===== config.mk =====
export PLATFORM = sky130hd
export DESIGN_NAME = acc_block
export DESIGN_NICKNAME = d
export VERILOG_FILES = /design/src/rtl/acc_pkg.sv /design/src/rtl/addsub_sat.sv /design/src/rtl/acc_block.sv
export SDC_FILE = /design/constraint.sdc
export NUM_CORES = 1
export LEC_CHECK = 0
export CAP_MARGIN = 20
export CORE_MARGIN = 2
export CORE_UTILIZATION = 54
export CTS_BUF_LIST = sky130_fd_sc_hd__clkbuf_4 sky130_fd_sc_hd__clkbuf_8
export DETAILED_ROUTE_END_ITERATION = 6
export GPL_TIMING_DRIVEN = 0
export PLACE_DENSITY = 0.82
export SLEW_MARGIN = 10
export SYNTH_ARGS = -nofsm -noshare
export SYNTH_HDL_FRONTEND = slang
export SYNTH_SLANG_ARGS = --single-unit

===== constraint.sdc =====
create_clock -name clk -period 2.45 [get_ports clk]
set_input_delay 0.245 -clock clk [delete_from_list [all_inputs] [get_ports clk]]
set_output_delay 0.245 -clock clk [all_outputs]
set_load 0.05 [all_outputs]

===== src/rtl/acc_pkg.sv =====
// Shared definitions for the block accumulator: the per-sample operation
// encoding and the width helper for the sample counter.
package acc_pkg;

    typedef enum logic [1:0] {
        MODE_LOAD = 2'd0,
        MODE_ADD  = 2'd1,
        MODE_SUB  = 2'd2
    } mode_e;

    // Counter width is max(1, clog2(depth)) so a single-sample block still has a port bit.
    function automatic int cnt_w(input int depth);
        return (depth <= 2) ? 1 : $clog2(depth);
    endfunction

endpackage


===== src/rtl/addsub_sat.sv =====
// Combinational load/add/subtract datapath with optional unsigned saturation.
// o_flag reports carry-out on add and borrow on subtract; it is never set on load.
module addsub_sat
    import acc_pkg::*;
#(
    parameter int WIDTH = 8,
    parameter int SAT   = 0
) (
    input  logic [WIDTH-1:0] i_a,
    input  logic [WIDTH-1:0] i_b,
    input  mode_e            i_mode,
    output logic [WIDTH-1:0] o_result,
    output logic             o_flag
);

    logic [WIDTH:0] w_sum;
    logic [WIDTH:0] w_diff;

    assign w_sum  = {1'b0, i_a} + {1'b0, i_b};
    assign w_diff = {1'b0, i_a} - {1'b0, i_b};

    always_comb begin
        // NOTE: both outputs get a default first so no path through the case can infer a latch.
        o_result = i_b;
        o_flag   = 1'b0;
        unique case (i_mode)
            MODE_ADD: begin
                o_flag   = w_sum[WIDTH];
                o_result = (SAT != 0 && w_sum[WIDTH]) ? {WIDTH{1'b1}} : w_sum[WIDTH-1:0];
            end
            MODE_SUB: begin
                o_flag   = w_diff[WIDTH];
                o_result = (SAT != 0 && w_diff[WIDTH]) ? {WIDTH{1'b0}} : w_diff[WIDTH-1:0];
            end
            default: begin
                o_result = i_b;
                o_flag   = 1'b0;
            end
        endcase
    end

endmodule


===== src/rtl/acc_block.sv =====
// Block accumulator: sums DEPTH enabled samples per block and pulses q_valid
// with the result; acc=0 turns it into a plain enabled load register.
module acc_block
    import acc_pkg::*;
#(
    parameter int WIDTH = 8,
    parameter int DEPTH = 4,
    parameter int SAT   = 0
) (
    input  logic                       clk,
    input  logic                       rst,
    input  logic                       en,
    input  logic                       acc,
    input  logic                       sub,
    input  logic [WIDTH-1:0]           d,
    output logic [WIDTH-1:0]           q,
    output logic                       q_valid,
    output logic                       ovf,
    output logic [cnt_w(DEPTH)-1:0]    cnt
);

    localparam int CW = cnt_w(DEPTH);

    logic [WIDTH-1:0] r_q;
    logic             r_q_valid;
    logic             r_ovf;
    logic [CW-1:0]    r_cnt;

    logic             w_first;
    logic             w_last;
    mode_e            w_mode;
    logic [WIDTH-1:0] w_result;
    logic             w_flag;

    // A sample at cnt==0 opens a new block, so it loads instead of combining.
    assign w_first = (r_cnt == '0);
    assign w_last  = (r_cnt == CW'(DEPTH - 1));
    assign w_mode  = (!acc || w_first) ? MODE_LOAD : (sub ? MODE_SUB : MODE_ADD);

    addsub_sat #(
        .WIDTH (WIDTH),
        .SAT   (SAT)
    ) u_addsub (
        .i_a      (r_q),
        .i_b      (d),
        .i_mode   (w_mode),
        .o_result (w_result),
        .o_flag   (w_flag)
    );

    // NOTE: state is updated with non-blocking assignments so every register sees pre-edge values.
    always_ff @(posedge clk) begin
        if (rst) begin
            r_q       <= '0;
            r_q_valid <= 1'b0;
            r_ovf     <= 1'b0;
            r_cnt     <= '0;
        end else begin
            r_q_valid <= 1'b0;
            if (en) begin
                r_q <= w_result;
                if (!acc) begin
                    r_cnt <= '0;
                    r_ovf <= 1'b0;
                end else begin
                    r_ovf <= w_first ? 1'b0 : (r_ovf | w_flag);
                    if (w_last) begin
                        r_cnt     <= '0;
                        r_q_valid <= 1'b1;
                    end else begin
                        r_cnt <= r_cnt + 1'b1;
                    end
                end
            end
        end
    end

    assign q       = r_q;
    assign q_valid = r_q_valid;
    assign ovf     = r_ovf;
    assign cnt     = r_cnt;

endmodule


Yosys cells after proc, flatten, opt, wreduce, memory -nomap -nowiden
Cells that the tools add are included.

Output and inout port bits: 12. Bits of input ports: 13. Bits in registers: 12.

Eq/ne operators: 3. Mux-type cells: 9. Bitwise operators: 3. Reductions and logical operators: 4. Add/subtract/negate cells: 3.

Operators with widths (number): 8-bit one-hot mux with 2 select lines (1); 8-bit by 8-bit adder with 9-bit output (1); 8-bit by 8-bit subtractor with 9-bit output (1); 2-bit 2-to-1 mux (4); 2-bit == test (second input constant) (2); 1-bit 2-to-1 mux (3); 3-bit OR reduction (1); 2-bit by 1-bit adder with 2-bit output (second input constant) (1); 2-bit by 1-bit == test with 1-bit output (second input constant) (1); 2-bit zero test (1); 1-bit inverter (2); 1-bit one-hot mux with 2 select lines (1); 1-bit zero test (1); 1-bit logical OR (1); 1-bit OR (1).

Logic depth before layout (Yosys ltp)
Gate-level depths: netlist of run 1.

Depth after elaboration: 8. Depth in mapped cells: 8.

Modules after synthesis
Synthesis of run 1 repeated with hierarchy kept, for this count alone.

Cells, all modules: 174. Area, all modules: 1410.1 um^2.

Modules (own cells, without submodules): addsub_sat (instances 1, cells each 127, area an instance 928.4 um^2); acc_block (instances 1, cells each 47, area an instance 481.7 um^2).

Worst setup path before layout of run 1
OpenSTA, ideal clock, no wires.

Path kind: register to register. Start: register r_q[0], in the netlist q[0]. End: register r_q[4], in the netlist q[4]. Setup slack: 0.250 ns. Data required time: 2.369 ns. Stages on the path, launching flop included: 9. Path buffers: 0. Arrival time: 2.119 ns. Path through: dfxtp_1 > inv_1 > ha_1 > fa_1 > nand2b_1 > a21oi_1 > nor2_1 > mux2_1 > a41oi_1.

Longest elaborated chain between the ends: 2.

RTL lines: start, declared (RTL line acc_block.sv:24) `logic [WIDTH-1:0] r_q;`; start signal, assigned (RTL line acc_block.sv:61) `r_q <= w_result;`; 8-bit by 8-bit subtractor with 9-bit output / 8-bit by 8-bit adder with 9-bit output (equally long branches) (RTL line addsub_sat.sv:20, addsub_sat.sv:19); 8-bit one-hot mux with 2 select lines * (RTL line addsub_sat.sv:26) `unique case (i_mode)`.

Every way passes the cells marked *; elsewhere a longest branch is shown, timed or not. A chain may end at the register's enable or synchronous reset.

Worst setup path after layout of run 1
Start: input d[5]. End: register r_q[7], in the netlist q[7].

Longest elaborated chain between the ends: 2.

RTL lines: start, declared (RTL line acc_block.sv:15) `input logic [WIDTH-1:0] d,`; 8-bit by 8-bit subtractor with 9-bit output / 8-bit by 8-bit adder with 9-bit output (equally long branches) (RTL line addsub_sat.sv:20, addsub_sat.sv:19); 8-bit one-hot mux with 2 select lines * (RTL line addsub_sat.sv:26).

Marks and branches as above.

==> results.md, run 1 <==
- Proportion of layout cells with a drive suffix above 1: roughly 4.8%
- Part of the power in registers: 32.1%
- Status: finished clean
- Cells after synthesis: 182
- CTS Hold Bufs: 0
- Total track usage: 26.98%
- Pint: ~0.4 mW
- Initial antenna violation count: 0
- Crit Path Class: in -> reg
- Worst-case clock skew: 0.002229 ns
- Clk sinks: 12
- Slew @ Worst Pin: 0.5190 ns
- Final Util: between 60 and 70%
- DRT Pass-1 Iters: 5
- Cell Area, Synth: 0.001369 sq mm
- Antenna-violating nets left: 0
- Setup-failing EPs final: 0
- DIE AREA: approximately 0.0030 sq mm
- Worst-path cell chain: clkdlybuf4s50_1 -> inv_1 -> ha_1 -> clkbuf_1 -> nand3_1 -> a211oi_1 -> o31a_1 -> o21ai_1 -> a311oi_1
- Dpl cells: 236
- Chip Height: 54.35 microns
- Die W: between 50 and 60 microns
- CTS tree: built
- Vias: 1422
- Drt wl/cell: 15.18 microns
- Worst hold-check path type: reg -> reg
- Final std cells w/o fill: 240
- Critical path arrival: ~2.4 ns
- RSZ-0062 raised after global routing: false
- WP buf/inv: 3
- Largest net degree at the start of global routing: 11
- Total Power: roughly 0.7 mW
- Pwr Density: 408.0 mW/mm^2
- Setup Slack @ Placement: -0.008444 ns
- Initial DRC count: 36
- CORE AREA: 0.002432 sq mm
- Crit start category: primary input
- Register area share after synthesis: ~18%
- Clock share of power: 25.5%
- H-tree depth: 1
- Vias in the first global route: 1338
- CTS resizes: 0
- Tcrit/Tclk final: 88.51%
- Worst-Skew Late Latency: 0.29 ns
- Asr flop ratio synth: 0%
- Switching Fraction: 40.12%
- Critical Path End Type: flip-flop
- Reg clk slew, reported paths: 0.09 ns
- Hold Vio Cnt, Final: 0
- CP max stage cell: clkdlybuf4s50_1
- Nets: 244
- IO buf count: 24
- Synth Register Bits: 12
- Post-synth net total: 215
- Synth warn: 0
- Vias per cell: 5.925
- Syn_area_per_cell: approximately 7.5 sq um
- Critical path data required time: 2.65 ns
- CTS root buf: clkbuf_4
- Initial Utilization: 56.28%
- Max IR drop VDD: about 470 uV
- CTS Buf Count: 3
- Global-route wire length before repair: 5.830 mm
- Max-cap violations: 0
- Postcts setup bufs: 0
- Clock Path Buffers: 2
- CP max stage delay: ~0.48 ns
- Comb power frac: ~42%
- Layout area overhead: 22.94%
- Predominant post-synthesis flop cell: dfxtp_1
- Peak Freq: between 400 and 500 MHz
- Antenna cells: 0
- P_leak: between 0.7 and 0.8 nW
- Final critical-path required period: 2.168 ns
- WL final: 3.644 mm
- Cell family with most CP delay: compound AO/OA/AOI/OAI gates
- Final HPWL DP: 2.783 mm
- Grt ovf: 0
- NetSw: 0.2754 mW
- EDFF count, synth: 0
- Gpl congestion: 0.9152
- Ports: 25
- CP max FO: 10
- Slew Limit Fails: 0
- Count of different cell masters after synthesis: 48
- Row count: 18
- DRC: 0
- Max-Slew Margin vs Limit: 65.40%
- Post-route setup slack: 0.2815 ns
[routing by layer]
layer | vias to the layer above | share of wire [%] | GRT usage [%]
met5 | - | 0 | 0
met3 | 6 | 5.4 | 6.011
li1 | 707 | - | -
met2 | 53 | 49 | 45.58
met4 | 0 | 0.82 | 9.583
met1 | 656 | 45 | 33.39
[placed cells by master (no fill, tap or decap), drive strengths merged, types with 4 or more instances in the layout]
cell type,synthesis,final
clkdlybuf4s50,0,24
inv,22,22
ha,18,18
nor2,16,16
dfxtp,12,12
a21oi,11,11
o21ai,11,11
clkbuf,6,10
nand2,8,8
nand3,7,7
mux2i,6,6
nor3,6,6
o211ai,5,5
nand2b,4,4
a211oi,4,4
[state kept, by name (all words and copies together) (netlist names)]
register and flops:
q_valid 1, q 8, ovf 1, cnt 2
[cell families (layout without fill, tap and decap cells)]
group                      count (synthesis)  in the layout  synth area share [%]
adders and majority gates                 20             20                 19.38
xor gates and xnor gates                   1              1                0.6400
buffers and inverters                     31             59                 8.958
muxes                                      7              7                 5.210
and+or+nand+nor                           61             61                 24.13
AOI/OAI and AO/OA                         50             50                 24.13
DFF                                       12             12                 17.55
[synthesized netlist by cell type (all sizes together), types with 2 or more instances]
cell type | n | share of area (%)
clkbuf | 6 | 1.6
nand2 | 8 | 2.2
o21ai | 11 | 4.0
o21bai | 3 | 1.6
a31oi | 2 | 0.91
inv | 22 | 6.0
a21boi | 2 | 1.1
mux2i | 6 | 4.4
fa | 2 | 2.9
nor3b | 3 | 2.0
nand3 | 7 | 2.6
buf | 3 | 1.3
or3 | 2 | 0.91
a21oi | 11 | 4.0
nand2b | 4 | 1.8
nor2 | 16 | 4.4
nor2b | 3 | 1.4
o211ai | 5 | 2.7
a311oi | 3 | 1.9
nor3 | 6 | 2.2
a211oi | 4 | 2.2
and2 | 2 | 1.1
ha | 18 | 16
or4b | 2 | 1.5
dfxtp | 12 | 18
[per-stage QoR]
stage / hold WS, ns / setup TNS [ns] / area [sq um]
2_1_floorplan: 0.3909 / 0 / 1369
3_3_place_gp: 0.4926 / 0 / 1647
3_5_place_dp: 0.5145 / -0.008444 / 1647
4_1_cts: 0.5298 / 0 / 1683
5_1_grt: 0.5683 / 0 / 1683
6_report: 0.5230 / 0 / 1683
[power groups by stage]
stage | Combinational [mW] | Clock (mW) | Sequential, mW
6_report | 0.291 | 0.175 | 0.220
4_1_cts | 0.288 | 0.178 | 0.220
2_1_floorplan | 0.157 | 0 | 0.263
5_1_grt | 0.318 | 0.183 | 0.222
3_5_place_dp | 0.287 | 0 | 0.225
3_3_place_gp | 0.278 | 0 | 0.223
[layout make-up]
type	instances	area (sq um)
well taps	30	37.54
flip-flops and latches	12	240.2
inverters	22	82.58
clock buffers	4	36.28
plain buffers	9	40.04
fillers	220	749.5
repair buffers	24	240.2
multi-input cells	139	1006
[worst paths after layout]
check	startpoint	end	slack, ns	cells after the start
max reg2reg	q[0]	q[4]	0.41	8
min reg2reg	cnt[1]	cnt[1]	0.52	2
max	d[5]	q[7]	0.28	9
min	cnt[1]	cnt[1]	0.52	2
[worst min-delay path, delay by kind of cell, from the launching register on]
family             cells  cell delay, ns
AOI/OAI and AO/OA      1            0.06
DFF                    1            0.35
and+or+nand+nor        1            0.08
Note: power is estimated with default switching activity, not from simulation.
==> run 2, diff against run 1 <==
CAP_MARGIN = 5   (was 20)
CORE_MARGIN = not set   (was 2)
==> results.md, run 2 (synthesized netlist as in run 1, its figures left out) <==
- Initial Utilization: 59.59%
- Global-route wire length before repair: 6.078 mm
- CTS resizes: 0
- Reg area: 240.2 sq um
- DRC: 0
- Slew @ Worst Pin: 0.5387 ns
- Ports: 25
- Worst-path cell chain: clkdlybuf4s50_1 -> inv_1 -> ha_1 -> buf_2 -> nor2_1 -> a211oi_1 -> o21ai_0 -> or3_1 -> o211ai_1
- Peak Freq: around 470 MHz
- Fillers: 186
- Hold depth: 2
- Reg clk slew, reported paths: 0.10 ns
- Status: finished clean
- H-tree depth: 1
- Die W: about 52 microns
- DIE AREA: 0.002740 sq mm
- Crit path launch: d[4]
- P_leak: 0.7091 nW
- Layout area overhead: 22.76%
- Worst hold-check path type: reg -> reg
- RSZ-0062 raised after global routing: false
- DRT Pass-1 Iters: 4
- Row count: 17
- Vias: ~1400
- Worst min-delay path startpoint: q[0]
- Slew Limit Fails: 0
- Final critical-path required period: 2.122 ns
- Min-Delay Endpoint: q[0]
- Total track usage: between 20 and 30%
- CTS Hold Bufs: 0
- Nets: 244
- Worst-Skew Late Latency: 0.28 ns
- Dpl cells: 234
- CTS root buf: clkbuf_4
- Cell family with most CP delay: buffers and inverters
- Clk sinks: 12
- Tcrit/Tclk final: 86.63%
- Vias in the first global route: 1374
- Antenna cells: 0
- Most frequent cells in the layout: clkdlybuf4s50_1, inv_1, ha_1
- CP max stage delay: 0.50 ns
- Critical path arrival: 2.33 ns
- IO buf count: 24
- Final HPWL DP: 2.781 mm
- Max reg flops: 8
- Vias per cell: approximately 6
- Setup TNS: 0 ns
- Initial antenna violation count: 0
- Hold Vio Cnt, Final: 0
- Max IR drop VDD: 338.7 uV
- Max-cap violations: 0
- Antenna-violating nets left: 0
- Critical Path End Type: flip-flop
- WL final: 3.632 mm
- Crit start category: primary input
- Drt wl/cell: roughly 15 microns
- R2R Path End: q[6]
- Critical path data required time: 2.66 ns
- Largest net degree at the start of global routing: 11
- Setup-failing EPs final: 0
- Pwr Density: between 400 and 500 mW/mm^2
- CP max stage cell: clkdlybuf4s50_1
- Leading cell type in the layout, fill and taps excluded: clkdlybuf4s50_1
- RR Startpoint: q[0]
- Final std cells w/o fill: 238
- CP max FO: 10
- Area of the multi-input gates: 0.001006 sq mm
- Worst-case clock skew: slightly above 0.006 ns
- Postcts setup bufs: 0
- Worst Reg2Reg Path Length in Cells: 8
- Grt ovf: 0
- CTS tree: built
- WP buf/inv: 3
- Clock Path Buffers: 2
- Total Power: between 0.6 and 0.7 mW
- Chip Height: 52.35 microns
- Proportion of layout cells with a drive suffix above 1: 4.762%
- R2r setup slk: 0.42 ns
- Gpl congestion: slightly above 0.9
- Max-Slew Margin vs Limit: 64.09%
- CORE AREA: 0.002297 sq mm
- Initial DRC count: 57
- CTS Buf Count: 3
- Crit Path Class: in -> reg
- CP Depth: 9
## run 2: cell counts in the layout (fill, tap and decap cells not counted)
Identical to the previous run, type by type.
## run 2: cell type report
class,count,share of cell area (%)
plain buffers,9,2.383
clock buffers,4,2.159
inverters,22,4.914
multi-input cells,139,59.87
flip-flops and latches,12,14.30
well taps,28,2.085
repair buffers,24,14.30
## run 2: worst reg2reg max path: cells and delay by family, from the launching register on
family	cells	cell delay, ns
compound gates	4	0.70
fa+ha+maj	2	0.58
buf+inv	1	0.06
flops	1	0.38
simple gates	1	0.19
## run 2: per-stage QoR
step / hold WS (ns) / worst slack [ns] / area, sq um / util [%]
5_1_grt: 0.5572 / 0.1542 / 1680 / 73.15
2_1_floorplan: 0.3909 / 0.2500 / 1369 / -
6_report: 0.5243 / 0.3275 / 1680 / 73.15
4_1_cts: 0.5254 / 0.3662 / 1680 / 73.15
3_3_place_gp: 0.4928 / 0.08846 / 1644 / 71.57
3_5_place_dp: 0.5118 / 0.08085 / 1644 / 71.57
## run 2: how the worst max path moves through the flow
stage,endpoint
after floorplan,q[4]
after global placement,q[7]
after detailed placement,q[6]
after CTS,ovf
after global routing,ovf
final,q[6]
## run 2: where the power goes
| group | internal (mW) | switching [mW] |
|---|---|---|
| clock | 0.0903 | 0.0809 |
| combinational | 0.114 | 0.177 |
| sequential | 0.207 | 0.0130 |
## run 2: per-layer routing
layer / global-route usage (%) / wire length, microns / part of all wire [%]
met3: 3.188 / 257 / 7.1
met2: 51.90 / 1734 / 48
met5: 0 / 0 / 0
met1: 37.89 / 1601 / 44
met4: 8.333 / 40 / 1.1
==> variant 1 (flow settings as in run 1) <==
Make the reset (`rst`) asynchronous in one clocked block.
--- a/src/rtl/acc_block.sv
+++ b/src/rtl/acc_block.sv
@@ -51,3 +51,3 @@
     // NOTE: state is updated with non-blocking assignments so every register sees pre-edge values.
-    always_ff @(posedge clk) begin
+    always_ff @(posedge clk or posedge rst) begin
         if (rst) begin
Behaviour: differs if rst is asserted again (counterexample within 4 cycles, from zero or initial values and one cycle with rst high); with rst held inactive, the same outputs for 10 cycles.
==> variant 1 against run 1 <==
  * Cell area shrank 0.45%
  * Fmax shrank 2.0%
  * Synthesized area grew 0.18%
  * Wire length shrank 1.0%
  * Worst setup slack lost 43 ps
  * Critical endpoint is now q[3]
  * Sequential cell count is the same
  * Count of clock-buffer cells in the layout is the same
Power is not compared: it rests on default switching activity, and its combinational part moved more than twofold at a synthesized area within 25%.
==> variant 1: results (changes against run 1) <==
metric,value,unit,change
met1 WL,1.567,mm,was 1.628 mm
routability congestion estimate,0.9224,,was 0.9152
Adder-Cell Fraction of Synth Area,19.34,%,was 19.38%
post-synthesis xor/xnor area fraction,0.6387,%,was 0.6399%
layout filler cell count,208,,was 220
crit-path max cell delay,570,ps,was 480 ps
post-synthesis mux area share,3.011,%,was 5.210%
end of the critical path,q[3],,was q[7]
met2 Track Usage GR,49.00,%,was 45.58%
WHS,280.3,ps,was 523.0 ps
crit path launch,d[1],,was d[5]
met3 usage,4.372,%,was 6.011%
flop-to-flop setup slack,350,ps,was 410 ps
status,"complete, no violations",,unchanged
async set or reset register ratio after synthesis,100.0,%,was 0%
total detailed-routing wirelength,3.606,mm,was 3.644 mm
# port buffers,23,,was 24
worst slew pin tran,612.2,ps,was 519.0 ps
setup slack at placement,-13.49,ps,was -8.444 ps
Synth cell types,47,,was 48
DR WL met3,272,µm,was 198 µm
"Seq/Total Area, Yosys",21.90,%,was 17.55%
vias in the first global route,1359,,was 1338
largest net degree at the start of global routing,13,,was 11
Syn Nets,205,,was 215
Post-CTS Setup Bufs,0,,unchanged
nets@finish,233,,was 244
met2 wire length,1.695,mm,was 1.786 mm
dpl cell area,1639,µm²,was 1647 µm²
first-pass GRT wire length,6.030,mm,was 5.830 mm
critical path's top delay family,buffers and inverters,,was compound AO/OA/AOI/OAI gates
"top cells by count, synth","inv_1 (21), ha_1 (18), nor2_1 (14), dfrtp_1 (12), a21oi_1 (9)",,"was inv_1 (22), ha_1 (18), nor2_1 (16), dfxtp_1 (12), a21oi_1 (11)"
Total Routing Usage GR,28.28,%,was 26.98%
Vias/cell,6.183,,was 5.925
R2R Path Start,q[0],,unchanged
ranking of synthesized cells by area,"dfrtp_1 (22%), ha_1 (16%), inv_1 (5.7%)",,"was dfxtp_1 (18%), ha_1 (16%), inv_1 (6.0%)"
share of layout cells above drive strength 1,6.533,%,was 4.762%
r2r endpoint,ovf,,was q[4]
1st-iter DRT viols,75,,was 36
syn avg cell area,7.973,µm²,was 7.521 µm²
critical path peak fanout,4,,was 10
Global Route met1 Usage,35.80,%,was 33.39%
leakage power total,0.7573,nW,
Tcrit/Tclk final,90.28,%,was 88.51%
Compound-Gate Fraction of Synth Area,21.17,%,was 24.13%
-- variant 1: cell count changes after synthesis, sizes merged, moves of 3 or more --
| cell | change |
|---|---|
| nand4 | +3 |
| o211ai | -5 |
| dfxtp | -12 |
| nor2b | +3 |
| dfrtp | +12 |
| a31oi | +4 |
| a311oi | -3 |
| mux2i | -3 |
-- variant 1: layout make-up --
class / count / area (µm²) / area share (%)
Tap cell: 30 / 37.54 / 2.240
Clock buffer: 4 / 36.28 / 2.166
Buffer: 10 / 48.80 / 2.913
Multi-Input combinational cell: 129 / 943.4 / 56.31
Sequential cell: 12 / 300.3 / 17.92
Inverter: 21 / 78.83 / 4.705
Timing Repair Buffer: 23 / 230.2 / 13.74
-- variant 1: power groups by stage --
stage          Clock [W]  Sequential, W  Combinational (W)
2_1_floorplan          0       0.000373           0.000330
3_3_place_gp           0       0.000264           0.000594
3_5_place_dp           0       0.000268           0.000610
4_1_cts         0.000174       0.000264           0.000615
5_1_grt         0.000180       0.000269           0.000679
6_report        0.000170       0.000263           0.000622
==> variant 2 (flow settings as in run 1) <==
Made on the original files. `SAT` is set to 0 in 2 places; all go to 1.
--- a/src/rtl/addsub_sat.sv
+++ b/src/rtl/addsub_sat.sv
@@ -6,3 +6,3 @@
     parameter int WIDTH = 8,
-    parameter int SAT   = 0
+    parameter int SAT   = 1
 ) (
--- a/src/rtl/acc_block.sv
+++ b/src/rtl/acc_block.sv
@@ -7,3 +7,3 @@
     parameter int DEPTH = 4,
-    parameter int SAT   = 0
+    parameter int SAT   = 1
 ) (
Function: changed (Yosys sat finds a counterexample within 4 cycles, from zero or initial values and one cycle with rst high).
==> variant 2 against run 1 <==
  * Sequential share of layout area shrank 0.71 points
  * Cell area grew 6.3%
  * Fmax shrank 7.4%
  * Worst setup slack lost 170 ps
  * Sequential cell count is the same
  * Wire length grew 3.9%
  * Synthesized cell count shrank 4.4%
  * Register-to-register slack lost 280 ps
  * Clock skew grew 3.3 ps
  * Total power grew 11%
  * Synthesized area grew 2.9%
  * Critical path type unchanged
  * Largest cell class unchanged
==> variant 2: results (changes against run 1) <==
metric,value,unit,change
root buf cell,clkbuf_4,,unchanged
Final Skew,5.557,ps,was 2.229 ps
r2r endpoint,q[6],,was q[4]
hpwl dp,2.775,mm,was 2.783 mm
ranking of synthesized cells by area,"dfxtp_1 (17%), ha_1 (16%), nor2_1 (5.6%)",,"was dfxtp_1 (18%), ha_1 (16%), inv_1 (6.0%)"
HP Start,d[0],,was cnt[1]
relative slew slack,56.50,%,was 65.40%
Most used DFF post-synth,dfxtp_1,,unchanged
final setup margin,108.0,ps,was 281.5 ps
Adder-Cell Fraction of Synth Area,18.83,%,was 19.38%
vias in the first global route,1339,,was 1338
DRT Pass-1 Iters,4,,was 5
"Reg clk slew, reported paths",90,ps,about the same
share of layout cells above drive strength 1,14.29,%,was 4.762%
Hold EP,q[0],,was cnt[1]
Total Routing Usage GR,26.77,%,was 26.98%
Vias/cell,6.082,,was 5.925
Clock Tree Buf Depth,2,,unchanged
Peak VDD IR,0.3100,mV,was 0.4691 mV
critical path peak fanout,10,,unchanged
depth of the worst register-to-register path,10,,was 8
setup slack at placement,-362.6,ps,was -8.444 ps
non-filler instance count after layout,233,,was 240
nets@finish,237,,was 244
WHS,316.3,ps,was 523.0 ps
max reg flops,8,,unchanged
ANT cells,0,,unchanged
crit-path max cell delay,510,ps,was 480 ps
Synth cell types,54,,was 48
Yosys Warn Count,0,,unchanged
post-synthesis xor/xnor area fraction,4.352,%,was 0.6399%
routability congestion estimate,0.9076,,was 0.9152
Synth Instances,174,,was 182
WHS Path Cells,3,,was 2
"top cells by count, synth","nor2_1 (21), ha_1 (18), inv_1 (18), dfxtp_1 (12), a21oi_1 (10)",,"was inv_1 (22), ha_1 (18), nor2_1 (16), dfxtp_1 (12), a21oi_1 (11)"
1st-iter DRT viols,34,,was 36
status,"complete, no violations",,unchanged
Post-CTS Setup Bufs,2,,was 0
"Seq/Total Area, Yosys",17.05,%,was 17.55%
post-synthesis mux area share,1.510,%,was 5.210%
PostCTS Resize Cnt,1,,was 0
# port buffers,22,,was 24
async set or reset register ratio after synthesis,0,%,unchanged
CP arrival,2480,ps,was 2370 ps
crit path launch,d[5],,unchanged
flop-to-flop setup slack,130,ps,was 410 ps
HP Class,input port to flip-flop,,was flip-flop to flip-flop
post-synth top area share,17.05,%,was 17.55%
dpl cell area,1669,µm²,was 1647 µm²
highest-delay cell along the critical path,clkdlybuf4s50_1,,unchanged
leakage power total,0.7635,nW,was 0.7091 nW
Syn Nets,207,,was 215
mean routed wirelength per cell,16.24,µm,was 15.18 µm
Compound-Gate Fraction of Synth Area,30.37,%,was 24.13%
end of the critical path,q[3],,was q[7]
[variant 2: final cells by class]
class                   count  area, µm²
clock buffers               4      36.28
well taps                  30      37.54
inverters                  18      67.56
multi-input cells         135       1104
flip-flops and latches     12      242.7
plain buffers               9      43.79
repair buffers             25      257.7
fillers                   219      688.2
[variant 2: layer usage]
layer / global-route usage [%] / share of wire, %
met3: 4.301 / 6.3
met2: 47.02 / 50
met4: 10.16 / 1.8
met5: 0 / 0
met1: 32.57 / 42
[variant 2: power by group]
part,internal [W],total [W],switching (W)
combinational,0.000152,0.000372,0.000219
sequential,0.000209,0.000223,0.0000140
clock,0.0000902,0.000168,0.0000774
[variant 2: logic make-up after synthesis]
family                   after synthesis
XOR/XNOR                               7
AO/OA/AOI/OAI                         51
buffers and inverters                 27
adder cells (fa/ha/maj)               20
multiplexers                           2
AND/OR/NAND/NOR                       55
flip-flops                            12
